`src/rtl/board_input_conditioner.sv`:
```
// Board input front end: synchronizes and debounces slide switches and push
// buttons, and keeps sticky press/release flags plus a press counter for the host.
module board_input_conditioner #(
  parameter int N_SW            = 16,
  parameter int N_BTN           = 4,
  parameter int DEBOUNCE_CYCLES = 500000,
  parameter bit BTN_ACTIVE_LOW  = 1'b1
) (
  input  logic              clk,
  input  logic              reset,
  input  logic [N_SW-1:0]   sw_in,
  input  logic [N_BTN-1:0]  btn_in,
  input  logic              ack_toggle,
  output logic [N_SW-1:0]   sw_state,
  output logic [31:0]       btn_word,
  output logic              event_pending
);

  // Switches occupy the low bits, buttons the high bits of one debounced vector.
  localparam int NB = N_SW + N_BTN;
  localparam int CW = $clog2(DEBOUNCE_CYCLES + 1);
  localparam logic [NB-1:0]    RAW_RST  = {{N_BTN{BTN_ACTIVE_LOW}}, {N_SW{1'b0}}};
  localparam logic [N_BTN-1:0] BTN_POL  = {N_BTN{BTN_ACTIVE_LOW}};
  localparam logic [CW-1:0]    CNT_LAST = CW'(DEBOUNCE_CYCLES - 1);

  logic [NB-1:0]    raw_s1, raw_s2;
  logic             ack_s1, ack_s2, ack_prev, ack_edge;
  logic [NB-1:0]    stable, stable_next;
  logic [CW-1:0]    cnt      [NB];
  logic [CW-1:0]    cnt_next [NB];
  logic [N_BTN-1:0] pressed, pressed_next, press_evt, release_evt;
  logic [N_BTN-1:0] press_flag, release_flag;
  logic [7:0]       press_cnt, press_inc;

  // NOTE: sequential state uses non-blocking (<=) so every flop samples pre-edge values.
  always_ff @(posedge clk or posedge reset) begin
    if (reset) begin
      raw_s1   <= RAW_RST;
      raw_s2   <= RAW_RST;
      ack_s1   <= 1'b0;
      ack_s2   <= 1'b0;
      ack_prev <= 1'b0;
    end else begin
      raw_s1   <= {btn_in, sw_in};
      raw_s2   <= raw_s1;
      ack_s1   <= ack_toggle;
      ack_s2   <= ack_s1;
      ack_prev <= ack_s2;
    end
  end

  assign ack_edge = ack_s2 ^ ack_prev;

  // Per-bit qualifier: counter > 0 means a level change is being qualified.
  // NOTE: every always_comb output gets a default first, so no latch can be inferred.
  always_comb begin
    stable_next = stable;
    for (int i = 0; i < NB; i++) begin
      cnt_next[i] = '0;
      if (raw_s2[i] != stable[i]) begin
        if (cnt[i] == CNT_LAST) stable_next[i] = raw_s2[i];
        else                    cnt_next[i]    = cnt[i] + CW'(1);
      end
    end
  end

  // NOTE: the counter array is a handful of flops, not a RAM, so it is reset like any register.
  always_ff @(posedge clk or posedge reset) begin
    if (reset) begin
      stable <= RAW_RST;
      for (int i = 0; i < NB; i++) cnt[i] <= '0;
    end else begin
      stable <= stable_next;
      for (int i = 0; i < NB; i++) cnt[i] <= cnt_next[i];
    end
  end

  assign pressed      = stable[NB-1:N_SW] ^ BTN_POL;
  assign pressed_next = stable_next[NB-1:N_SW] ^ BTN_POL;
  assign press_evt    = pressed_next & ~pressed;
  assign release_evt  = ~pressed_next & pressed;

  always_comb begin
    press_inc = '0;
    for (int i = 0; i < N_BTN; i++) press_inc = press_inc + 8'(press_evt[i]);
  end

  // A new event on the ack cycle survives: set is OR-ed after the clear.
  always_ff @(posedge clk or posedge reset) begin
    if (reset) begin
      press_flag   <= '0;
      release_flag <= '0;
      press_cnt    <= '0;
    end else begin
      press_flag   <= (ack_edge ? '0 : press_flag)   | press_evt;
      release_flag <= (ack_edge ? '0 : release_flag) | release_evt;
      press_cnt    <= press_cnt + press_inc;
    end
  end

  always_comb begin
    btn_word                  = '0;
    btn_word[N_BTN-1:0]       = pressed;
    btn_word[8 +: N_BTN]      = press_flag;
    btn_word[16 +: N_BTN]     = release_flag;
    btn_word[31:24]           = press_cnt;
  end

  assign sw_state      = stable[N_SW-1:0];
  assign event_pending = |{press_flag, release_flag};

endmodule

```
`config.mk`:
```
export PLATFORM = sky130hd
export DESIGN_NAME = board_input_conditioner
export DESIGN_NICKNAME = d
export VERILOG_FILES = /design/src/rtl/board_input_conditioner.sv
export SDC_FILE = /design/constraint.sdc
export NUM_CORES = 1
export LEC_CHECK = 0
export CAP_MARGIN = 40
export CORE_ASPECT_RATIO = 0.8
export CORE_MARGIN = 8
export CORE_UTILIZATION = 62
export CTS_CLUSTER_DIAMETER = 60
export CTS_CLUSTER_SIZE = 8
export DETAILED_ROUTE_END_ITERATION = 10
export MAX_ROUTING_LAYER = met4
export PLACE_DENSITY = 0.84
export SLEW_MARGIN = 20
export SYNTH_ARGS = -nofsm -noshare
export SYNTH_HDL_FRONTEND = slang
export SYNTH_SLANG_ARGS = --single-unit
```
`constraint.sdc`:
```
create_clock -name clk -period 21.5 [get_ports clk]
set_input_delay 4.3 -clock clk [delete_from_list [all_inputs] [get_ports clk]]
set_output_delay 4.3 -clock clk [all_outputs]
set_load 0.02 [all_outputs]
```
==> metrics.cfg, run 1 <==
[outcome]
outcome = finished, final reports clean

[clock_network]
root_buffer = clkbuf_16
cts_max_level = 3
numCtsBuffers = 67
clk_pin_slew_ns = 0.05
cts_hold_buf = 0
cts_num_sinks = 459
tritoncts = yes
clock_latency_ns = 0.57
cts.path.max_buffers = 3
ctsResizeCount = 0
cts_setup_buffers = 0

[detailed_routing]
post_drt_wl_per_cell_um = 16.3
ant_nets = 0
drt_first_iter_violations = 1462
dr.pass1.iters = 6
via_count = 16620
drt-total-wl_mm = 45.7
route.detailed.drc = 0
vias_per_cell = 5.94

[power_and_ir_drop]
power.switching_mw = 0.412
p_clk_share_pct = 50.2
fin_total_pwr_mw = 1.92
p_int_mw = 1.51
powerDensity_mw_per_mm2 = 76.5
swShare_pct = 21.5
irDropWorstVdd_mv = 0.0581
pwr-share-comb_pct = 3.1
seq_power_share_pct = 46.6
power.static_leakage_nw = 9.89

[setup_path]
worstPathArrival_ns = 1.94
crit_fanout = 3
critPathKind = flip-flop to output pin
cp_data_required_time_ns = 17.20
worst_setup_path_start_kind = flip-flop
endpoint_kind = output pin

[logic_synthesis]
yosysWarningCount = 0
syn-cell-area_sq_mm = 0.0221
synth-edff-count = 0
synth_mux_area_share_pct = 1.25
syn_inst = 2200
synth-async-reset-ratio_pct = 100
synth_xor_area_share_pct = 12.0
ys.flop_type = dfrtp_1
synthDistinctLibCells = 58
synth_seq_area_share_pct = 52.2
synth-compound-area-share_pct = 4.40
synth-seq-cells = 459
synth_fa_ha_area_share_pct = 1.46
synth_top_family_by_area = simple AND/OR/NAND/NOR gates
synth.avg_cell_area_sq_um = 10.0
synthSimpleGateAreaFrac_pct = 25.8

[die]
core_area_sq_mm = 0.0349
dieArea_sq_mm = 0.0419
rows = 61
io_pins = 72
initial_core_util_pct = 63.2
die_w_um = 227
die-height_um = 185

[timing]
rsz0062_at_grt = no
hold_viol_final = 0
relSlewSlack_pct = 43.8
max_freq_mhz = 160
setup_viol = 0
worst_pin_slew_ns = 0.833
period_share_pct = 29.0
setup_tns_ns = 0
setup_ws_ns = 15.26
report.final.slew_viol_count = 0
finalCriticalPeriod_ns = 6.24
finClkSkew_ns = 0.0188

[hold_path]
min_path_type = flip-flop to flip-flop

[final_layout]
syn_to_final_growth_pct = 13.7
drive_gt1_share_pct = 7.44
final_nets = 2341
fin_area_sq_mm = 0.0251
layout_commonest_cell = dfrtp_1
fin_cells = 2798
final_cell_mix = dfrtp_1 (447), nor2_1 (361), xnor2_1 (205)

[placed_design]
io_buffer_count = 59
dp.cells = 2693
gp_congestion = 0.891
place_area_sq_mm = 0.0231
post-place-ws_ns = 14.96
hpwlAfterDp_mm = 29.4

[global_route]
grt_start_max_net_pins = 190
grt_overflow = 0
antenna_found_initial = 1
grt_pass1_wl_mm = 77.8
first_global_vias = 16496
gr-usage-all-layers_pct = 22.7

[flow_run]
drv_cap = 0

-- state kept, by name (all words and copies together) (netlist names) --
name and flops:
cnt 380, raw_s1 20, raw_s2 20, stable 20
press_cnt 8, press_flag 4, release_flag 4, ack_prev 1
ack_s1 1, ack_s2 1
-- critical path: stages, from the launching register on --
cell	delay (ns)
dfrtp_1	0.44
nor4_1	0.30
nand2_1	0.08
clkdlybuf4s50_1	0.55
-- cell usage after synthesis (24+ instances only) --
cell type	number	area, sq um
nor3_1	72	360
nand3_1	135	676
nand4_1	117	732
clkbuf_1	26	97.6
or4_1	37	278
dfrtp_1	447	11200
nor4_1	87	544
xor2_1	96	841
nor2_1	361	1360
inv_1	69	259
xnor2_1	205	1800
o21ai_0	39	195
buf_4	29	218
nand2_1	129	484
or3_1	36	225
and2_1	24	150
a21oi_1	64	320
-- metal layers --
metal  GRT usage, %  vias to the layer above  routed length (um)
met5              -                        -                   0
met4           8.80                        0                1460
met3           4.34                      107                2120
met2           35.8                      447               22000
met1           28.9                     8178               20100
li1               -                     7888                   -
-- stage by stage --
stage	utilization, %	hold WS [ns]
floorplan	-	0.331
global placement	65.8	0.332
detailed placement	66.2	0.337
CTS	71.7	0.352
global route	71.9	0.357
finish	71.9	0.347
-- logic make-up after synthesis --
| family | after synthesis |
|---|---|
| and+or+nand+nor | 1101 |
| DFF | 459 |
| xor gates and xnor gates | 301 |
| AOI/OAI and AO/OA | 151 |
| buffers and inverters | 138 |
| muxes | 25 |
| adders and majority gates | 24 |
| other | 1 |
-- worst paths after layout --
| kind | from | end | slack (ns) | cells past startpoint |
|---|---|---|---|---|
| min reg2reg | raw_s1[2]$_DFF_PP0_ | raw_s2[2]$_DFF_PP0_ | 0.35 | 0 |
| max | release_flag[2]$_DFF_PP0_ | event_pending | 15.26 | 3 |
| max in group asynchronous | reset | cnt[190]$_DFF_PP0_ | 15.57 | 5 |
| min in group asynchronous | reset | raw_s1[14]$_DFF_PP0_ | 4.16 | 2 |
| max reg2reg | cnt[63]$_DFF_PP0_ | press_cnt[6]$_DFF_PP0_ | 17.55 | 11 |
| min | raw_s1[2]$_DFF_PP0_ | raw_s2[2]$_DFF_PP0_ | 0.35 | 0 |
-- layout make-up --
type | instances | area, sq um
Antenna cell | 1 | 2.50
Inverter | 69 | 267
Sequential cell | 459 | 11500
Clock buffer | 98 | 1880
Multi-Input combinational cell | 1614 | 9940
Clock inverter | 2 | 38.8
Tap cell | 472 | 591
Timing Repair Buffer | 83 | 857
Fill cell | 2433 | 9810
-- power by group through the flow --
stage	sequential (mW)	clock, mW	combinational (mW)
6_report	0.895	0.963	0.0602
3_3_place_gp	0.907	0	0.0550
4_1_cts	0.894	0.983	0.0601
5_1_grt	0.895	1.02	0.0692
2_1_floorplan	0.904	0	0.0442
3_5_place_dp	0.908	0	0.0595
No activity file was read; power rests on OpenSTA's default activity.
==> run 2: changes to the inputs <==
Settings changed: CORE_UTILIZATION 62 to 56, PLACE_DENSITY 0.84 to 0.81.
Clock period 21.5 ns to 5.4 ns, I/O delays scaled along.
==> run 2 against run 1 <==
Setup slack got worse by 14 ns. Critical path type is now flip-flop to flip-flop. Routed wire length is 6.0% lower. Clock skew fell by 0.0035 ns. Sequential power rose to 4.0 times the previous value. Critical path depth grew 8.
==> metrics.cfg, run 2 (synthesized netlist as in run 1, its figures left out) <==
[global_route]
grt_pass1_wl_mm = 76.2  ; -2.0%
grt_overflow = 0  ; unchanged
gr-usage-all-layers_pct = 19.5  ; -3.1 points
antenna_found_initial = 0  ; -1
first_global_vias = 16115  ; -2.3%
grt_start_max_net_pins = 155  ; -18%

[placed_design]
dp.cells = 2757  ; +2.4%
gp_congestion = 0.875  ; -1.7%
post-place-ws_ns = 1.61  ; -13.35 ns
hpwlAfterDp_mm = 28.0  ; -4.6%
io_buffer_count = 59  ; unchanged

[final_layout]
largest-register = cnt
largest_reg_flops = 380  ; unchanged
diodes = 0  ; -1
final_cell_mix = dfrtp_1 (447), nor2_1 (361), xnor2_1 (205)
fin_cells = 2856  ; +2.1%
drive_gt1_share_pct = 7.46  ; +0.016 points
syn_to_final_growth_pct = 13.8
fill_cells = 2937  ; +21%
final_nets = 2341  ; unchanged
final_util_pct = 64.2  ; -7.7 points
layout_commonest_cell = dfrtp_1

[clock_network]
numCtsBuffers = 67  ; unchanged
tritoncts = yes
cts_hold_buf = 0  ; unchanged
cts_num_sinks = 459  ; unchanged
root_buffer = clkbuf_16
cts_max_level = 3  ; unchanged
clock_latency_ns = 0.56  ; about the same
cts_setup_buffers = 0  ; unchanged
ctsResizeCount = 0  ; unchanged
clk_pin_slew_ns = 0.05  ; about the same
cts.path.max_buffers = 3  ; unchanged

[die]
dieArea_sq_mm = 0.0460  ; +9.9%
initial_core_util_pct = 56.4  ; -6.9 points
core_area_sq_mm = 0.0391  ; +12%
rows = 65  ; +6.6%
die_w_um = 238  ; +4.9%
io_pins = 72  ; unchanged
die-height_um = 193  ; +4.8%

[setup_path]
critPathKind = flip-flop to flip-flop
ff2ff_setup_slack_ns = 1.64  ; -15.91 ns
cp_data_required_time_ns = 5.87  ; -11.33 ns
worst_setup_path_start_kind = flip-flop
crit_fanout = 4  ; +1
crit_path_start = cnt[63]$_DFF_PP0_
ff2ff_path_depth = 11  ; unchanged
worstPathArrival_ns = 4.23  ; +2.29 ns
r2r_end = press_cnt[6]$_DFF_PP0_
r2r-start = cnt[63]$_DFF_PP0_
endpoint_kind = flip-flop

[flow_run]
drv_cap = 0  ; unchanged

[timing]
rsz0062_at_grt = no
finClkSkew_ns = 0.0152  ; -0.00355 ns
relSlewSlack_pct = 44.0  ; +0.20 points
setup_viol = 0  ; unchanged
worst_pin_slew_ns = 0.839  ; +0.00605 ns
report.final.slew_viol_count = 0  ; unchanged
hold_viol_final = 0  ; unchanged
setup_ws_ns = 1.64  ; -13.62 ns
period_share_pct = 69.7
finalCriticalPeriod_ns = 3.76
max_freq_mhz = 266

[hold_path]
min_delay_path_depth = 0  ; unchanged
min_path_type = flip-flop to flip-flop
worstHoldStart = raw_s1[6]$_DFF_PP0_
whs_endpoint = raw_s2[6]$_DFF_PP0_

[detailed_routing]
post_drt_wl_per_cell_um = 15.0  ; -7.9%
route.detailed.drc = 0  ; unchanged
drt-total-wl_mm = 42.9  ; -6.0%
via_count = 16200  ; -2.5%
vias_per_cell = 5.67  ; -4.5%
ant_nets = 0  ; unchanged
drt_first_iter_violations = 1175  ; -20%
dr.pass1.iters = 5  ; -1

[outcome]
outcome = finished, final reports clean

[power_and_ir_drop]
irDropWorstVdd_mv = 0.240  ; +310%
power.static_leakage_nw = 9.86  ; -0.23%
powerDensity_mw_per_mm2 = 303  ; +300%
fin_total_pwr_mw = 7.60  ; +300%

[run 2: critical path, stage by stage (launching register included)]
cell and delay [ns]:
dfrtp_1 0.43, nor4_1 0.29, nand4_1 0.18, or4_1 0.55, or3_1 0.35, fa_1 0.55
inv_1 0.06, fa_1 0.43, fa_1 0.42, and3_1 0.21, nand3_1 0.10, xnor2_1 0.12
[run 2: how the worst max path moves through the flow]
stage	slack, ns	cells past startpoint	to
global route	1.48	11	press_cnt[6]$_DFF_PP0_
global placement	1.65	11	press_cnt[6]$_DFF_PP0_
CTS	1.60	11	press_cnt[6]$_DFF_PP0_
detailed placement	1.61	11	press_cnt[6]$_DFF_PP0_
finish	1.64	11	press_cnt[6]$_DFF_PP0_
floorplan	-1.88	1	ack_prev$_DFF_PP0_
[run 2: layer usage]
metal	up-vias	part of all wire [%]	GRT usage, %
li1	7892	-	-
met1	7895	47	26.3
met2	337	47	30.3
met3	76	4.2	3.42
met4	0	1.8	5.65
met5	-	0	-
[run 2: final cells by class]
cell class                      instances  area, sq um  area share (%)
Clock inverter                          2         38.8           0.155
Sequential cell                       459        11500            45.8
Tap cell                              536          671            2.67
Timing Repair Buffer                   83          830            3.30
Clock buffer                           93         1860            7.41
Multi-Input combinational cell       1614         9940            39.6
Inverter                               69          263            1.05
[run 2: through the flow]
step           hold slack (ns)  TNS (ns)  area, sq um
2_1_floorplan            0.331   -842.81        22100
3_3_place_gp             0.335         0        23100
3_5_place_dp             0.335         0        23200
4_1_cts                  0.344         0        25100
5_1_grt                  0.350         0        25100
6_report                 0.340         0        25100
[run 2: power by group]
| part | switching [mW] | internal, mW |
|---|---|---|
| clock network | 1.40 | 2.40 |
| logic | 0.161 | 0.0749 |
| registers | 0.0558 | 3.50 |
==> run 3: changes to the inputs <==
Settings changed: CORE_UTILIZATION 56 to 62, PLACE_DENSITY 0.81 to 0.84.
Clock period 5.4 ns to 3.75 ns, I/O delays scaled along.
==> run 3 against run 2 <==
Setup slack lost 1.5 ns. Cell area is essentially flat. Global-route usage grew 3.3 points. Critical path type unchanged. Largest cell class unchanged.
==> metrics.cfg, run 3 (synthesized netlist as in run 1, its figures left out) <==
[die]
rows = 61  ; -6.2%
core_area_sq_mm = 0.0349  ; -11%
die_w_um = 227  ; -4.6%
dieArea_sq_mm = 0.0419  ; -9.0%
initial_core_util_pct = 63.2  ; +6.9 points
io_pins = 72  ; unchanged
die-height_um = 185  ; -4.6%

[global_route]
grt_use_met2_pct = 35.7  ; +5.4 points
grt_pass1_wl_mm = 78.5  ; +2.9%
use_met3_pct = 5.11  ; +1.7 points
first_global_vias = 16443  ; +2.0%
gr-usage-all-layers_pct = 22.8  ; +3.3 points
antenna_found_initial = 0  ; unchanged
grt_busiest_layer = met2
grt_use_met1_pct = 29.8  ; +3.5 points
grt_start_max_net_pins = 109  ; -30%
grt_overflow = 0  ; unchanged

[clock_network]
clk_pin_slew_ns = 0.05  ; about the same
numCtsBuffers = 67  ; unchanged
clock_latency_ns = 0.58  ; +0.02 ns
cts.path.max_buffers = 3  ; unchanged
tritoncts = yes
cts_max_level = 3  ; unchanged
root_buffer = clkbuf_16
cts_num_sinks = 459  ; unchanged
cts_hold_buf = 0  ; unchanged

[final_layout]
drive_gt1_share_pct = 8.10  ; +0.64 points
final_nets = 2353  ; +0.51%
largest-register = cnt
largest_reg_flops = 380  ; unchanged
diodes = 0  ; unchanged
layout_commonest_cell = dfrtp_1
final_cell_mix = dfrtp_1 (447), nor2_1 (361), xnor2_1 (205)
syn_to_final_growth_pct = 13.8  ; about the same

[setup_path]
crit_slowest_cell = or4_1
worst_setup_path_start_kind = flip-flop
endpoint_kind = flip-flop
crit_family = simple AND/OR/NAND/NOR gates
critPathKind = flip-flop to flip-flop
cp_data_required_time_ns = 4.24  ; -1.63 ns
worstPathArrival_ns = 4.14  ; -0.09 ns
path_buf_inv = 1  ; unchanged
crit_fanout = 2  ; -2
cp_common_cell = fa_2
cp_slowest_stage_delay_ns = 0.56  ; about the same
path_cells = nor4_2 > nand4_1 > or4_1 > or3_4 > fa_1 > inv_1 > fa_2 > fa_2 > and3_1 > nand3_1 > xnor2_1

[detailed_routing]
route.detailed.drc = 0  ; unchanged
drt_first_iter_violations = 1277  ; +8.7%
vias_per_cell = 5.91  ; +4.2%
dr.pass1.iters = 5  ; unchanged
post_drt_wl_per_cell_um = 16.2  ; +7.4%
via_count = 16576  ; +2.3%
drt-total-wl_mm = 45.3  ; +5.5%
ant_nets = 0  ; unchanged

[timing]
report.final.slew_viol_count = 0  ; unchanged
setup_ws_ns = 0.102  ; -1.54 ns
worst_pin_slew_ns = 0.842  ; +0.00274 ns
setup_viol = 0  ; unchanged
finalCriticalPeriod_ns = 3.65  ; -0.114 ns
relSlewSlack_pct = 43.2  ; -0.80 points
period_share_pct = 97.3  ; +28 points
setup_tns_ns = 0  ; unchanged
hold_viol_final = 0  ; unchanged
finClkSkew_ns = 0.0203  ; +0.00506 ns
max_freq_mhz = 274  ; +3.1%

[placed_design]
post-place-ws_ns = -0.0235  ; -1.63 ns
hpwlAfterDp_mm = 29.5  ; +5.5%
io_buffer_count = 59  ; unchanged
gp_congestion = 0.887  ; +1.3%

[power_and_ir_drop]
powerDensity_mw_per_mm2 = 434  ; +43%
irDropWorstVdd_mv = 0.350  ; +46%
power.static_leakage_nw = 9.90  ; +0.33%
fin_total_pwr_mw = 10.9  ; +43%

[outcome]
outcome = finished, final reports clean

[flow_run]
drv_cap = 0  ; unchanged

[hold_path]
min_path_type = flip-flop to flip-flop

-- run 3: cell types whose count changed in the layout (fill, tap and decap cells not counted), sizes merged --
cell	before	now
clkinvlp	1	2
clkinv	0	4
bufinv	1	0
clkbuf	93	89
inv	69	71
buf	24	35
-- run 3: final timing paths --
check | start | endpoint | slack (ns) | cells after the start
min in group asynchronous | reset | cnt[187]$_DFF_PP0_ | 0.61 | 2
max in group asynchronous | reset | raw_s1[16]$_DFF_PP1_ | 2.19 | 3
min reg2reg | raw_s1[11]$_DFF_PP0_ | raw_s2[11]$_DFF_PP0_ | 0.34 | 0
min | raw_s1[11]$_DFF_PP0_ | raw_s2[11]$_DFF_PP0_ | 0.34 | 0
max | cnt[63]$_DFF_PP0_ | press_cnt[6]$_DFF_PP0_ | 0.10 | 11
max reg2reg | cnt[63]$_DFF_PP0_ | press_cnt[6]$_DFF_PP0_ | 0.10 | 11
-- run 3: metal layers --
layer	share of wire [%]	up-vias
li1	-	7921
met1	45	8212
met2	48	355
met3	4.7	88
met4	2.0	0
met5	0	-
-- run 3: stage by stage --
step                      cells  util, %  instance area (sq um)  hold WS [ns]
after global routing       2805     71.9                  25100         0.350
final                      2805     71.9                  25100         0.343
after CTS                  2802     71.8                  25100         0.344
after detailed placement   2705     66.4                  23200         0.336
after global placement     2700     66.3                  23100         0.333
after floorplan            2211        -                  22100         0.331
-- run 3: power breakdown --
part | switching (mW) | total [mW] | internal [mW] | leakage [nW]
Sequential | 0.0805 | 5.12 | 5.04 | 6.24
Combinational | 0.237 | 0.348 | 0.111 | 2.75
Clock | 2.15 | 5.42 | 3.27 | 0.902
-- run 3: cell type report --
type | instances | area [sq um]
Sequential cell | 459 | 11500
Multi-Input combinational cell | 1614 | 9950
Fill cell | 2469 | 9790
Clock buffer | 88 | 1760
Timing Repair Buffer | 95 | 913
Tap cell | 472 | 591
Inverter | 69 | 263
Clock inverter | 8 | 121
-- run 3: timing repair --
item	CTS	global route
endpoints found under the hold margin	0	0
pin swaps	1	1
setup buffers	1	1
setup endpoints to repair	2	2
gates resized for setup	2	2
